`config.mk`:
```
export PLATFORM = sky130hd
export DESIGN_NAME = multi_approach_signal_ctrl
export DESIGN_NICKNAME = d
export VERILOG_FILES = /design/src/rtl/sig_pkg.sv /design/src/rtl/sig_phase_timer.sv /design/src/rtl/multi_approach_signal_ctrl.sv
export SDC_FILE = /design/constraint.sdc
export NUM_CORES = 1
export LEC_CHECK = 0
export CAP_MARGIN = 0
export CORE_ASPECT_RATIO = 0.7
export CORE_UTILIZATION = 46
export CTS_CLUSTER_DIAMETER = 60
export CTS_CLUSTER_SIZE = 12
export DETAILED_ROUTE_END_ITERATION = 16
export PLACE_DENSITY = 0.76
export SLEW_MARGIN = 20
export SYNTH_ARGS = -nofsm -noshare
export SYNTH_HDL_FRONTEND = slang
export SYNTH_SLANG_ARGS = --single-unit
```
`constraint.sdc`:
```
create_clock -name CLK -period 2.1 [get_ports CLK]
set_input_delay 0.315 -clock CLK [delete_from_list [all_inputs] [get_ports CLK]]
set_output_delay 0.315 -clock CLK [all_outputs]
set_load 0.02 [all_outputs]
```
`src/rtl/sig_pkg.sv`:
```
// sig_pkg: shared definitions for the multi-approach signal controller.
//   - lamp codes driven onto the CAR/PED lamp buses (2 bits per approach)
//   - controller state enum
//   - rr_next(): round-robin scan used to pick the next approach to serve
package sig_pkg;

    // Lamp codes, one 2-bit field per approach on the lamp buses
    localparam logic [1:0] LAMP_RED       = 2'b00;
    localparam logic [1:0] LAMP_YELLOW    = 2'b01;
    localparam logic [1:0] LAMP_GREEN     = 2'b10;
    localparam logic [1:0] LAMP_BLINK_RED = 2'b11;

    // Largest approach count rr_next() can scan; requests are zero-extended to this width
    localparam int MAX_APPR = 32;

    typedef enum logic [1:0] {
        ST_GREEN,
        ST_YELLOW,
        ST_ALLRED,
        ST_FLSH
    } sig_state_t;

    // Returns the first set bit of req scanning cur+1, cur+2, ... modulo n.
    // The scan runs from the farthest offset down so the nearest hit is the
    // last assignment and wins. With no set bit, cur is returned unchanged.
    function automatic int rr_next(input logic [MAX_APPR-1:0] req,
                                   input int n,
                                   input int cur);
        int idx;
        rr_next = cur;
        for (int i = MAX_APPR - 1; i >= 1; i--) begin
            idx = cur + i;
            if (idx >= n) idx = idx - n;
            if (i < n && req[idx[4:0]]) rr_next = idx;
        end
    endfunction

endpackage

```
`src/rtl/sig_phase_timer.sv`:
```
// sig_phase_timer: saturating phase counter with terminal-count flag.
//   CLK   in   clock
//   RST   in   synchronous active-high reset (count to 0)
//   clear in   restart the count at 0 on the next edge (phase change)
//   limit in   terminal count for the current phase
//   done  out  count has reached limit; the counter holds there
module sig_phase_timer #(
    parameter int CNT_W = 6
) (
    input  logic             CLK,
    input  logic             RST,
    input  logic             clear,
    input  logic [CNT_W-1:0] limit,
    output logic             done
);

    logic [CNT_W-1:0] cnt;

    // Counts up to limit and saturates there, so a green phase with no
    // competing demand can be held indefinitely without wrapping.
    always_ff @(posedge CLK) begin
        if (RST || clear)
            cnt <= '0;
        else if (cnt != limit)
            cnt <= cnt + 1'b1;
    end

    assign done = (cnt == limit);

endmodule

```
`src/rtl/multi_approach_signal_ctrl.sv`:
```
// multi_approach_signal_ctrl: N-approach round-robin intersection controller
// with latched vehicle demand, fixed yellow / all-red clearance and a
// maintenance FLASH mode.
//   CLK     in   clock
//   RST     in   synchronous active-high reset
//   SENSE   in   per-approach vehicle detector (level)
//   FLASH   in   maintenance flash request (level)
//   CAR     out  car lamp per approach, bits [2i+1:2i] = approach i
//   PED     out  pedestrian lamp per crossing, same packing
//   ACTIVE  out  approach owning the current/last green
//   REQ     out  latched demand register
module multi_approach_signal_ctrl
    import sig_pkg::*;
#(
    parameter int N_APPR      = 4,
    parameter int T_GREEN_MIN = 14,
    parameter int T_YELLOW    = 5,
    parameter int T_ALLRED    = 3,
    parameter int CNT_W       = 6,
    localparam int IDX_W      = $clog2(N_APPR)
) (
    input  logic                CLK,
    input  logic                RST,
    input  logic [N_APPR-1:0]   SENSE,
    input  logic                FLASH,
    output logic [2*N_APPR-1:0] CAR,
    output logic [2*N_APPR-1:0] PED,
    output logic [IDX_W-1:0]    ACTIVE,
    output logic [N_APPR-1:0]   REQ
);

    sig_state_t        state, state_nxt;
    logic [IDX_W-1:0]  next_q, next_nxt, active_nxt;
    logic [N_APPR-1:0] req_nxt, req_masked;
    logic [CNT_W-1:0]  limit;
    logic              clear, done;

    sig_phase_timer #(.CNT_W(CNT_W)) u_timer (
        .CLK   (CLK),
        .RST   (RST),
        .clear (clear),
        .limit (limit),
        .done  (done)
    );

    // State register plus the arbiter registers that move with it
    always_ff @(posedge CLK) begin
        if (RST) begin
            state  <= ST_GREEN;
            ACTIVE <= '0;
            next_q <= '0;
            REQ    <= '0;
        end else begin
            state  <= state_nxt;
            ACTIVE <= active_nxt;
            next_q <= next_nxt;
            REQ    <= req_nxt;
        end
    end

    // Next-state, phase limit and demand latching. The timer is restarted
    // on every state change.
    always_comb begin
        state_nxt  = state;
        active_nxt = ACTIVE;
        next_nxt   = next_q;
        clear      = 1'b0;
        limit      = '0;

        req_masked         = REQ;
        req_masked[ACTIVE] = 1'b0;

        unique case (state)
            ST_GREEN: begin
                limit = CNT_W'(T_GREEN_MIN - 1);
                if (done && (|req_masked || FLASH)) begin
                    state_nxt = ST_YELLOW;
                    clear     = 1'b1;
                    // A FLASH-only exit finds no request and keeps NEXT=ACTIVE
                    next_nxt  = IDX_W'(rr_next(MAX_APPR'(req_masked), N_APPR, int'(ACTIVE)));
                end
            end
            ST_YELLOW: begin
                limit = CNT_W'(T_YELLOW - 1);
                if (done) begin
                    state_nxt = ST_ALLRED;
                    clear     = 1'b1;
                end
            end
            ST_ALLRED: begin
                limit = CNT_W'(T_ALLRED - 1);
                if (done) begin
                    clear = 1'b1;
                    if (FLASH) begin
                        state_nxt = ST_FLSH;
                    end else begin
                        state_nxt  = ST_GREEN;
                        active_nxt = next_q;
                    end
                end
            end
            default: begin
                if (!FLASH) begin
                    state_nxt = ST_ALLRED;
                    next_nxt  = '0;
                    clear     = 1'b1;
                end
            end
        endcase

        // The approach being served never holds demand, including on the
        // edge it gains green, so a detector hit on that edge is dropped.
        req_nxt = REQ | SENSE;
        if (state == ST_GREEN)
            req_nxt[ACTIVE] = 1'b0;
        if (state == ST_ALLRED && state_nxt == ST_GREEN)
            req_nxt[next_q] = 1'b0;
    end

    // Lamp decode straight from registered state
    always_comb begin
        CAR = '0;
        PED = '0;
        for (int i = 0; i < N_APPR; i++) begin
            unique case (state)
                ST_GREEN: begin
                    if (IDX_W'(i) == ACTIVE) CAR[2*i +: 2] = LAMP_GREEN;
                    else                     PED[2*i +: 2] = LAMP_GREEN;
                end
                ST_YELLOW: begin
                    if (IDX_W'(i) == ACTIVE) CAR[2*i +: 2] = LAMP_YELLOW;
                    else                     PED[2*i +: 2] = LAMP_BLINK_RED;
                end
                ST_ALLRED: begin
                    if (IDX_W'(i) != ACTIVE) PED[2*i +: 2] = LAMP_BLINK_RED;
                end
                default: begin
                    CAR[2*i +: 2] = LAMP_BLINK_RED;
                end
            endcase
        end
    end

endmodule

```
==> flow_summary.json <==
{
  "cts.sinks": 16,
  "status": "complete, but fails checks",
  "seq_area_frac_synth": 0.231,
  "drt_iter0_drc": 72,
  "slew_viol_final": 0,
  "hold-worst-slack_ps": 529,
  "crit_fanout": 4,
  "hp-class": "register to register",
  "ff2ff_setup_slack_ps": -30,
  "finish.net_count": 238,
  "critPathKind": "register to register",
  "rsz0062_at_grt": "true",
  "switchingPower_mw": 0.168,
  "fin_skew_ps": 3.77,
  "synth_top_area_cell": "dfxtp_1",
  "synthesis.nets": 188,
  "grt_pass1_vias": 1278,
  "synthFlopType": "dfxtp_1",
  "insertion_delay_ps": 250,
  "grt_use_total": 0.246,
  "die-area_sq_um": 3240,
  "seq_area_sq_um": 333,
  "fmax_mhz": 471,
  "period_needed_ps": 2130,
  "finalSetupViolations": 9,
  "cts_tree": "yes",
  "worstMarginPinSlew_ps": 514,
  "yosysTopAreaCellShare": 0.231,
  "clk_pin_slew_ps": 60,
  "synthArstFlopShare": 0,
  "cp.arrival_ps": 2240,
  "post_drt_wl_per_cell_um": 16.1,
  "seq_power_share": 0.466,
  "hold_viol": 0,
  "endpoint_kind": "register",
  "ant_nets": 0,
  "die_w_um": 67.6,
  "critPathRequiredTime_ps": 2220,
  "ys_ff_latch": 16,
  "num_antenna_cells": 0,
  "htreeDepth": 1,
  "syn_area_sq_um": 1390,
  "initial_core_util": 0.491,
  "clk_path_buf_depth": 2,
  "avgSynthCellArea_sq_um": 8.15,
  "p_comb_frac": 0.144,
  "cts-buffers-inserted": 3,
  "grt_overflow": 0,
  "via_per_inst": 5.85,
  "remaining_drc_errors": 0,
  "drt-total-wl_um": 4100,
  "p_leak_nw": 0.890,
  "maxCapViolations": 0,
  "final_core_util": 0.713,
  "ios": 29,
  "vias": 1492,
  "finalPower_mw": 0.694,
  "port_buffers": 28,
  "syn_inst": 170,
  "yosys-top-cells-area": "dfxtp_1 (23%), ha_1 (9.9%), nand2_1 (6.5%)",
  "fin_crit_sh": 1.01,
  "rows": 16,
  "ir_drop_mv": 0.504,
  "dieHeight_um": 47.9,
  "dp_hpwl_um": 3060,
  "netSwitchingFraction": 0.243,
  "yosys.cell_types.count": 50,
  "dp.cells": 248,
  "fin_area_sq_um": 2010,
  "p_per_area_nw_per_um2": 345,
  "p_clk_frac": 0.390,
  "setup_ws_ps": -25.2,
  "synth_edf_count": 0,
  "drt_first_pass_iters": 4,
  "antenna_found_initial": 0,
  "drive_gt1_frac": 0.306,
  "cp-start-kind": "register",
  "multi_input_area_sq_um": 1100,
  "core_area_sq_um": 2820,
  "violations": "negative setup slack",
  "grt_pass1_wl_um": 5730,
  "area_growth_pct": 45.1,
  "grt_max_degree": 12,
  "yosysWarnings": 0,
  "place_congestion": 0.907,
  "placed_cell_area_sq_um": 1870,
  "cts_root_buffer": "clkbuf_8",
  "fillers": 218,
  "instances_no_fill": 255,
  "relSlewSlack": 0.656,
  "p_int_mw": 0.526
}
## power by group through the flow
stage	Clock, mW	Sequential (mW)	Combinational [mW]
floorplan	0	0.332	0.0496
global placement	0	0.331	0.0888
detailed placement	0	0.331	0.0925
CTS	0.274	0.324	0.0947
global route	0.289	0.325	0.105
finish	0.271	0.324	0.0999
## worst max-delay path, cell delays in order, from the launching register on
cell,delay (ps)
dfxtp_4,370
ha_2,220
o21bai_4,180
xor2_2,150
buf_4,150
o2111ai_4,130
nor2_4,110
o221a_4,270
nor3_4,300
a211oi_2,110
## flip-flops by register name (all words and copies together) (netlist names)
signal / cells
REQ: 4
u_timer.cnt: 6
ACTIVE: 2
state: 2
next_q: 2
## cell usage after synthesis, types with 2 or more instances
master    number
a211oi_2       4
a21o_1         2
a21oi_1        4
and3_1         2
and3b_1        2
buf_2          2
clkbuf_1       4
dfxtp_1       16
ha_1          11
inv_1          8
mux2i_1        2
nand2_1       24
nand2b_1       4
nand3_1        7
nand3b_1       5
nand4_1        2
nor2_1        19
nor2b_1        3
nor3_1         2
nor3b_1        2
o21ai_0        9
o21ai_1        4
xnor2_1        2
xor2_1         4
## final timing paths
kind	start	endpoint	cells past startpoint
setup reg to reg	state[0]	REQ[2]	9
setup / recovery	state[0]	REQ[2]	9
hold / removal	u_timer.cnt[5]	u_timer.cnt[5]	2
hold reg to reg	u_timer.cnt[5]	u_timer.cnt[5]	2
## stage by stage
stage                     setup WS (ps)  TNS [ps]
after detailed placement          -80.7      -292
final                             -25.2      -166
after global placement             13.7         0
after floorplan                   -64.4      -258
after global routing               -127     -1320
after CTS                         -43.6      -165
## cell type report
| type | count | share of cell area |
|---|---|---|
| Clock buffer | 4 | 0.0274 |
| Sequential cell | 16 | 0.165 |
| Tap cell | 36 | 0.0224 |
| Timing Repair Buffer | 52 | 0.221 |
| Inverter | 8 | 0.0162 |
| Multi-Input combinational cell | 139 | 0.548 |
## cell usage in the layout, fill, tap and decap left out, drive strengths merged, types with 3 or more instances in the layout
cell type       n
nand3b          5
clkdlybuf4s15   3
nor3            4
a21oi           4
a211oi          5
ha             11
dlygate4sd2    12
and3            3
nand3           7
clkdlybuf4s50  12
clkbuf          5
xor2            5
buf            24
o21ai          13
inv             8
nand2          24
nor2b           3
nand2b          4
nor2           20
dfxtp          16
## timing repair
| item | CTS | global route |
|---|---|---|
| endpoints found under the setup margin | 22 | 19 |
| gates resized for setup | 27 | 13 |
| hold buffers | 0 | 0 |
| setup buffers | 1 | 2 |
| pin swaps | 3 | 7 |
## per-layer routing
layer	vias to the layer above	wire, um	track usage
li1	707	-	-
met1	702	1820	0.322
met2	73	1790	0.400
met3	10	434	0.0786
met4	0	63	0.0553
met5	-	0	0
## kinds of logic (layout without fill, tap and decap cells)
family	Yosys count	after routing	share of synthesized area
xor+xnor	7	7	0.0496
simple gates	78	78	0.291
fa+ha+maj	11	11	0.0993
mux	3	3	0.0253
buf+inv	15	64	0.0478
flops	16	16	0.231
compound gates	40	40	0.256
(Power assumes the default switching activity.)
